## src/rtl/dqpsk_ble_pkg.sv

```systemverilog
// Shared Bluetooth DQPSK definitions: Gray phase constants, nominal TX amplitudes,
// Gray<->phase-index helpers and the serialiser state type.
package dqpsk_ble_pkg;

  localparam int DIBIT_W = 2;

  localparam logic [1:0] PHASE_00 = 2'b00;
  localparam logic [1:0] PHASE_01 = 2'b01;
  localparam logic [1:0] PHASE_11 = 2'b11;
  localparam logic [1:0] PHASE_10 = 2'b10;

  // Nominal +/-362 constellation amplitude used by the transmit modulator.
  localparam logic [11:0] AMP_POS = 12'h16A;
  localparam logic [11:0] AMP_NEG = 12'hE96;

  typedef enum logic {
    SER_IDLE = 1'b0,
    SER_BIT1 = 1'b1
  } ser_state_e;

  function automatic logic [1:0] gray_to_idx(input logic [1:0] gray);
    case (gray)
      PHASE_00: return 2'd0;
      PHASE_01: return 2'd1;
      PHASE_11: return 2'd2;
      default:  return 2'd3;
    endcase
  endfunction

  function automatic logic [1:0] idx_to_gray(input logic [1:0] idx);
    case (idx)
      2'd0:    return PHASE_00;
      2'd1:    return PHASE_01;
      2'd2:    return PHASE_11;
      default: return PHASE_10;
    endcase
  endfunction

endpackage

```

## src/rtl/dqpsk_ble_dibit_fifo.sv

```systemverilog
// Synchronous FIFO holding decoded dibits; a pop on the same edge as a push
// to a full FIFO frees the slot so the push is accepted.
module dqpsk_ble_dibit_fifo #(
  parameter int WIDTH = 2,
  parameter int DEPTH = 16
) (
  input  logic             clk,
  input  logic             reset,
  input  logic             push,
  input  logic [WIDTH-1:0] wr_data,
  input  logic             pop,
  output logic [WIDTH-1:0] rd_data,
  output logic             full,
  output logic             empty
);

  localparam int AW = $clog2(DEPTH);
  localparam logic [AW:0] FULL_COUNT = (AW + 1)'(DEPTH);

  logic [WIDTH-1:0] mem_q [DEPTH];
  logic [AW-1:0]    wr_ptr_q, wr_ptr_d;
  logic [AW-1:0]    rd_ptr_q, rd_ptr_d;
  logic [AW:0]      count_q, count_d;
  logic             do_push, do_pop;

  assign full    = (count_q == FULL_COUNT);
  assign empty   = (count_q == '0);
  assign rd_data = mem_q[rd_ptr_q];
  assign do_pop  = pop && !empty;
  assign do_push = push && (!full || do_pop);

  // NOTE: every variable gets a default before the conditional updates so no latch is inferred.
  always_comb begin
    wr_ptr_d = wr_ptr_q;
    rd_ptr_d = rd_ptr_q;
    count_d  = count_q;
    if (do_push) wr_ptr_d = wr_ptr_q + AW'(1);
    if (do_pop)  rd_ptr_d = rd_ptr_q + AW'(1);
    case ({do_push, do_pop})
      2'b10:   count_d = count_q + (AW + 1)'(1);
      2'b01:   count_d = count_q - (AW + 1)'(1);
      default: count_d = count_q;
    endcase
  end

  // NOTE: sequential state uses non-blocking assignments so all flops update from pre-edge values.
  always_ff @(posedge clk) begin
    if (reset) begin
      wr_ptr_q <= '0;
      rd_ptr_q <= '0;
      count_q  <= '0;
    end else begin
      wr_ptr_q <= wr_ptr_d;
      rd_ptr_q <= rd_ptr_d;
      count_q  <= count_d;
    end
  end

  // NOTE: the storage array is deliberately not reset; the count alone defines which entries are valid.
  always_ff @(posedge clk) begin
    if (do_push) mem_q[wr_ptr_q] <= wr_data;
  end

endmodule

```

## src/rtl/dqpsk_demodulator_ble.sv

```systemverilog
// Bluetooth DQPSK receive demodulator: sign slicer, differential decoder, dibit FIFO
// and one-bit-per-cycle serialiser. Define DQPSK_LOW_MAG_FLAG_EN to add the low_conf output.
module dqpsk_demodulator_ble
  import dqpsk_ble_pkg::*;
#(
  parameter int RE_IM_SIZE = 12,
  parameter int FIFO_DEPTH = 16
`ifdef DQPSK_LOW_MAG_FLAG_EN
  ,
  parameter logic [RE_IM_SIZE-1:0] LOW_MAG_THR = 12'd64
`endif
) (
  input  logic                  clk,
  input  logic                  reset,
  input  logic                  valid_in,
  input  logic [RE_IM_SIZE-1:0] data_in_re,
  input  logic [RE_IM_SIZE-1:0] data_in_im,
  input  logic                  enable,
  output logic                  valid_out,
  output logic                  data_out,
  output logic                  overflow,
  output logic                  finished
`ifdef DQPSK_LOW_MAG_FLAG_EN
  ,
  output logic                  low_conf
`endif
);

`ifdef DQPSK_LOW_MAG_FLAG_EN
  localparam int FIFO_W = DIBIT_W + 1;

  // The most-negative input has no positive twin, so it saturates to full scale.
  function automatic logic [RE_IM_SIZE-1:0] abs_sat(input logic [RE_IM_SIZE-1:0] x);
    if (!x[RE_IM_SIZE-1]) return x;
    if (x == {1'b1, {(RE_IM_SIZE-1){1'b0}}}) return {1'b0, {(RE_IM_SIZE-1){1'b1}}};
    return ~x + RE_IM_SIZE'(1);
  endfunction

  logic low_mag;
  logic low_conf_q, low_conf_d;

  assign low_mag  = (abs_sat(data_in_re) < LOW_MAG_THR) || (abs_sat(data_in_im) < LOW_MAG_THR);
  assign low_conf = low_conf_q;
`else
  localparam int FIFO_W = DIBIT_W;

  logic unused_bits;
  assign unused_bits = ^{data_in_re[RE_IM_SIZE-2:0], data_in_im[RE_IM_SIZE-2:0]};
`endif

  ser_state_e        state_q, state_d;
  logic [1:0]        cur_sym, dibit, d_idx;
  logic [1:0]        prev_sym_q, prev_sym_d;
  logic [FIFO_W-1:0] fifo_wr, fifo_rd;
  logic              fifo_full, fifo_empty, fifo_pop;
  logic [FIFO_W-2:0] pend_q, pend_d;
  logic              data_out_q, data_out_d;
  logic              valid_out_q, valid_out_d;
  logic              overflow_q, overflow_d;
  logic              finished_q, finished_d;

  // Hard slice by sign; zero counts as positive.
  assign cur_sym = {data_in_re[RE_IM_SIZE-1], data_in_im[RE_IM_SIZE-1]};
  assign d_idx   = gray_to_idx(cur_sym) - gray_to_idx(prev_sym_q);
  assign dibit   = idx_to_gray(d_idx);

`ifdef DQPSK_LOW_MAG_FLAG_EN
  assign fifo_wr = {low_mag, dibit};
`else
  assign fifo_wr = dibit;
`endif

  dqpsk_ble_dibit_fifo #(
    .WIDTH (FIFO_W),
    .DEPTH (FIFO_DEPTH)
  ) u_fifo (
    .clk     (clk),
    .reset   (reset),
    .push    (valid_in),
    .wr_data (fifo_wr),
    .pop     (fifo_pop),
    .rd_data (fifo_rd),
    .full    (fifo_full),
    .empty   (fifo_empty)
  );

  // A gap cycle returns the phase reference to 00 so each burst decodes like the TX side.
  always_comb begin
    prev_sym_d = valid_in ? cur_sym : PHASE_00;
    overflow_d = overflow_q | (valid_in & fifo_full & ~fifo_pop);
    finished_d = ~valid_in & fifo_empty & (state_q == SER_IDLE);
  end

  always_comb begin
    state_d = state_q;
    case (state_q)
      SER_IDLE: if (enable && !fifo_empty) state_d = SER_BIT1;
      SER_BIT1: if (enable) state_d = SER_IDLE;
      default:  state_d = SER_IDLE;
    endcase
  end

  // pend holds the not-yet-emitted upper bit of the current dibit (plus its flag).
  always_comb begin
    fifo_pop    = 1'b0;
    pend_d      = pend_q;
    data_out_d  = data_out_q;
    valid_out_d = 1'b0;
`ifdef DQPSK_LOW_MAG_FLAG_EN
    low_conf_d  = low_conf_q;
`endif
    case (state_q)
      SER_IDLE: begin
        if (enable && !fifo_empty) begin
          fifo_pop    = 1'b1;
          pend_d      = fifo_rd[FIFO_W-1:1];
          data_out_d  = fifo_rd[0];
          valid_out_d = 1'b1;
`ifdef DQPSK_LOW_MAG_FLAG_EN
          low_conf_d  = fifo_rd[FIFO_W-1];
`endif
        end
      end
      SER_BIT1: begin
        if (enable) begin
          data_out_d  = pend_q[0];
          valid_out_d = 1'b1;
`ifdef DQPSK_LOW_MAG_FLAG_EN
          low_conf_d  = pend_q[FIFO_W-2];
`endif
        end
      end
      default: ;
    endcase
  end

  always_ff @(posedge clk) begin
    if (reset) begin
      state_q <= SER_IDLE;
    end else begin
      state_q <= state_d;
    end
  end

  always_ff @(posedge clk) begin
    if (reset) begin
      prev_sym_q  <= PHASE_00;
      pend_q      <= '0;
      data_out_q  <= 1'b0;
      valid_out_q <= 1'b0;
      overflow_q  <= 1'b0;
      finished_q  <= 1'b1;
`ifdef DQPSK_LOW_MAG_FLAG_EN
      low_conf_q  <= 1'b0;
`endif
    end else begin
      prev_sym_q  <= prev_sym_d;
      pend_q      <= pend_d;
      data_out_q  <= data_out_d;
      valid_out_q <= valid_out_d;
      overflow_q  <= overflow_d;
      finished_q  <= finished_d;
`ifdef DQPSK_LOW_MAG_FLAG_EN
      low_conf_q  <= low_conf_d;
`endif
    end
  end

  assign valid_out = valid_out_q;
  assign data_out  = data_out_q;
  assign overflow  = overflow_q;
  assign finished  = finished_q;

endmodule

```

## config.mk

```make
export PLATFORM = sky130hd
export DESIGN_NAME = dqpsk_demodulator_ble
export DESIGN_NICKNAME = d
export VERILOG_FILES = /design/src/rtl/dqpsk_ble_pkg.sv /design/src/rtl/dqpsk_ble_dibit_fifo.sv /design/src/rtl/dqpsk_demodulator_ble.sv
export SDC_FILE = /design/constraint.sdc
export NUM_CORES = 1
export LEC_CHECK = 0
export CORE_AREA = 2 2 58 88
export DETAILED_ROUTE_END_ITERATION = 16
export DIE_AREA = 0 0 60 90
export PLACE_DENSITY_LB_ADDON = 0.1
export SLEW_MARGIN = 20
export SYNTH_ARGS = -nofsm -noshare
export SYNTH_HDL_FRONTEND = slang
export SYNTH_SLANG_ARGS = --single-unit
```

## constraint.sdc

```tcl
create_clock -name clk -period 4.4 [get_ports clk]
set_clock_uncertainty 0.2 [all_clocks]
set_input_delay 0.88 -clock clk [delete_from_list [all_inputs] [get_ports clk]]
set_output_delay 0.88 -clock clk [all_outputs]
set_load 0.01 [all_outputs]
```

==> flow_metrics.tcl <==
set metrics [dict create \
    antennaDiodeCount 0 \
    critPathCaptureType "register" \
    first_iter_violations 139 \
    antenna_found_initial 0 \
    hold_viol 0 \
    core_um2 4690 \
    worstRegToRegCells 9 \
    clk_pin_slew_ns 0.06 \
    firstDrtPassIters 4 \
    synth-edff-count 32 \
    period_minus_slack_ns 3.24 \
    grt_pass1_vias 1714 \
    ys_seq_elements 57 \
    timing.final.crit_share_pct 73.5 \
    async_flop_share_pct 0 \
    synth_cell_type_count 48 \
    post-route-cell-area_um2 2980 \
    num_rows 31 \
    synth_area_um2 2670 \
    start_kind "primary input" \
    wl_um 4760 \
    reg2reg_slack_ns 1.80 \
    clk_latency_ns 0.34 \
    post-dp-hpwl_um 3450 \
    grt_overflow_total 0 \
    tns_ns 0 \
    ctsResizeCount 0 \
    cp_max_fo 7 \
    cts_hold_buffers 0 \
    min_path_type "reg -> reg" \
    io_pins 32 \
    crit_required_ns 4.42 \
    grtUsageTotal_pct 20.1 \
    vias 1623 \
    fillers 373 \
    synth.yosys.warnings 0 \
    synth.avg_cell_area_um2 12.2 \
    root_buffer "clkbuf_8" \
    max_freq_mhz 309 \
    leakage_nw 1.06 \
    final_cell_mix "32 x edfxtp_1, 31 x nor2_1, 25 x dfxtp_1" \
    powerDensity_nw_per_um2 562 \
    maxCapViolations 0 \
    maxSlewHeadroom_pct 50.7 \
    reg2reg_from "u_fifo.count_q[1]" \
    peakVddDrop_mv 0.273 \
    grt_max_degree 20 \
    vias_per_cell 5.46 \
    placed_area_um2 2760 \
    htree_levels 3 \
    die_x_um 60 \
    gp_congestion 0.798 \
    status "completed" \
    setup_viol 0 \
    die_y_um 90 \
    crit_arrival_ns 3.26 \
    r2r_end "u_fifo.count_q[2]" \
    area_delta_synth_final_pct 11.7 \
    holdPathStages 2 \
    critPathKind "in -> reg" \
    cts_buffers 9 \
    post_cts_buffers 0 \
    finalMaxSlewViolations 0 \
    clock_path_buffers 2 \
    p_total_mw 1.68 \
    clock_sinks 57 \
    syn-num-nets 259 \
    drive_gt1_share_pct 13.9 \
    final_common_cell "edfxtp_1" \
    cts_tree "done" \
    synth_top_flop_cell "edfxtp_1" \
    worst_pin_slew_ns 0.738 \
    dieArea_um2 5400 \
    routedWlPerCell_um 16.0 \
    nets 267 \
    drc 0 \
    cp-startpoint "enable" \
    cp-endpoint "u_fifo.count_q[2]" \
    portBuffers 9 \
    postSynthCellCount 218 \
    start_util_pct 56.9 \
    grt_pass1_wl_um 7820 \
    finalCoreUtilization_pct 63.5 \
    ys_seq_area_share_pct 54.8 \
    rsz0062_at_grt "no" \
    ant_nets 0 \
]
synthesized netlist by cell type (all sizes together), types with 2 or more instances:
cell	count	area share (%)
o21a	2	0.56
nand4	3	0.70
nand2b	5	1.2
nor2	31	4.4
a211oi	2	0.75
ha	13	6.1
xor2	5	1.6
nand2	17	2.4
nor2b	4	0.94
nor3	6	1.1
mux4	9	7.9
buf	8	2.5
mux2i	2	0.75
clkbuf	4	0.56
a21oi	8	1.5
nor4	2	1.0
edfxtp	32	36
and2	2	0.47
a31oi	3	1.5
o21ai	5	1.4
dfxtp	25	19
inv	10	1.4
xnor2	4	1.3
kinds of logic after synthesis:
kind of cell,synth area share (%)
xor+xnor,2.95
buf+inv,4.45
simple gates,14.7
mux,9.05
compound gates,7.97
fa+ha+maj,6.09
flops,54.8
state kept, by name (all words and copies together), names as in the netlist, named ones only:
name and cells:
u_fifo.mem_q 32, u_fifo.count_q 5, u_fifo.rd_ptr_q 4, u_fifo.wr_ptr_q 4, prev_sym_q 2, data_out 1, finished 1, overflow 1
pend_q 1, state_q 1, valid_out 1
power breakdown:
part	total [mW]	internal [mW]	switching, mW
Combinational	0.412	0.189	0.224
Clock	0.539	0.333	0.205
Sequential	0.725	0.641	0.0834
layer usage:
metal | up-vias | share of wire [%] | track usage, %
li1 | 801 | - | -
met2 | 30 | 57 | 35.9
met4 | 0 | 2.3 | 9.81
met3 | 15 | 3.0 | 5.32
met5 | - | 0 | 0
met1 | 777 | 38 | 20.3
worst min path at each step:
stage | startpoint | end
after floorplan | pend_q | pend_q
after global placement | pend_q | pend_q
after detailed placement | pend_q | pend_q
after CTS | pend_q | pend_q
after global routing | pend_q | pend_q
final | pend_q | pend_q
critical path: stages:
cell and delay [ns]:
clkdlybuf4s50_1 0.56, nand2b_1 0.22, a211oi_2 0.41, xor2_1 0.21, ha_1 0.29, nor2b_1 0.16, o21ai_1 0.06, o21ai_0 0.10
a21oi_1 0.10, o221a_1 0.26
area by class of cell:
| class | count | area, um2 | share of cell area (%) |
|---|---|---|---|
| Clock buffer | 11 | 141 | 4.74 |
| Clock inverter | 5 | 78.8 | 2.64 |
| Inverter | 10 | 37.5 | 1.26 |
| Multi-Input combinational cell | 139 | 1090 | 36.5 |
| Sequential cell | 57 | 1460 | 49.0 |
| Tap cell | 66 | 82.6 | 2.77 |
| Timing Repair Buffer | 9 | 90.1 | 3.02 |
per-stage QoR:
step           setup slack, ns  hold WS [ns]  std cells
5_1_grt                   1.04         0.284        297
2_1_floorplan             1.80         0.237        218
6_report                  1.16         0.284        297
3_3_place_gp             0.964         0.250        281
3_5_place_dp             0.867         0.262        281
4_1_cts                   1.22         0.271        297
Note: power is estimated with default switching activity, not from simulation.
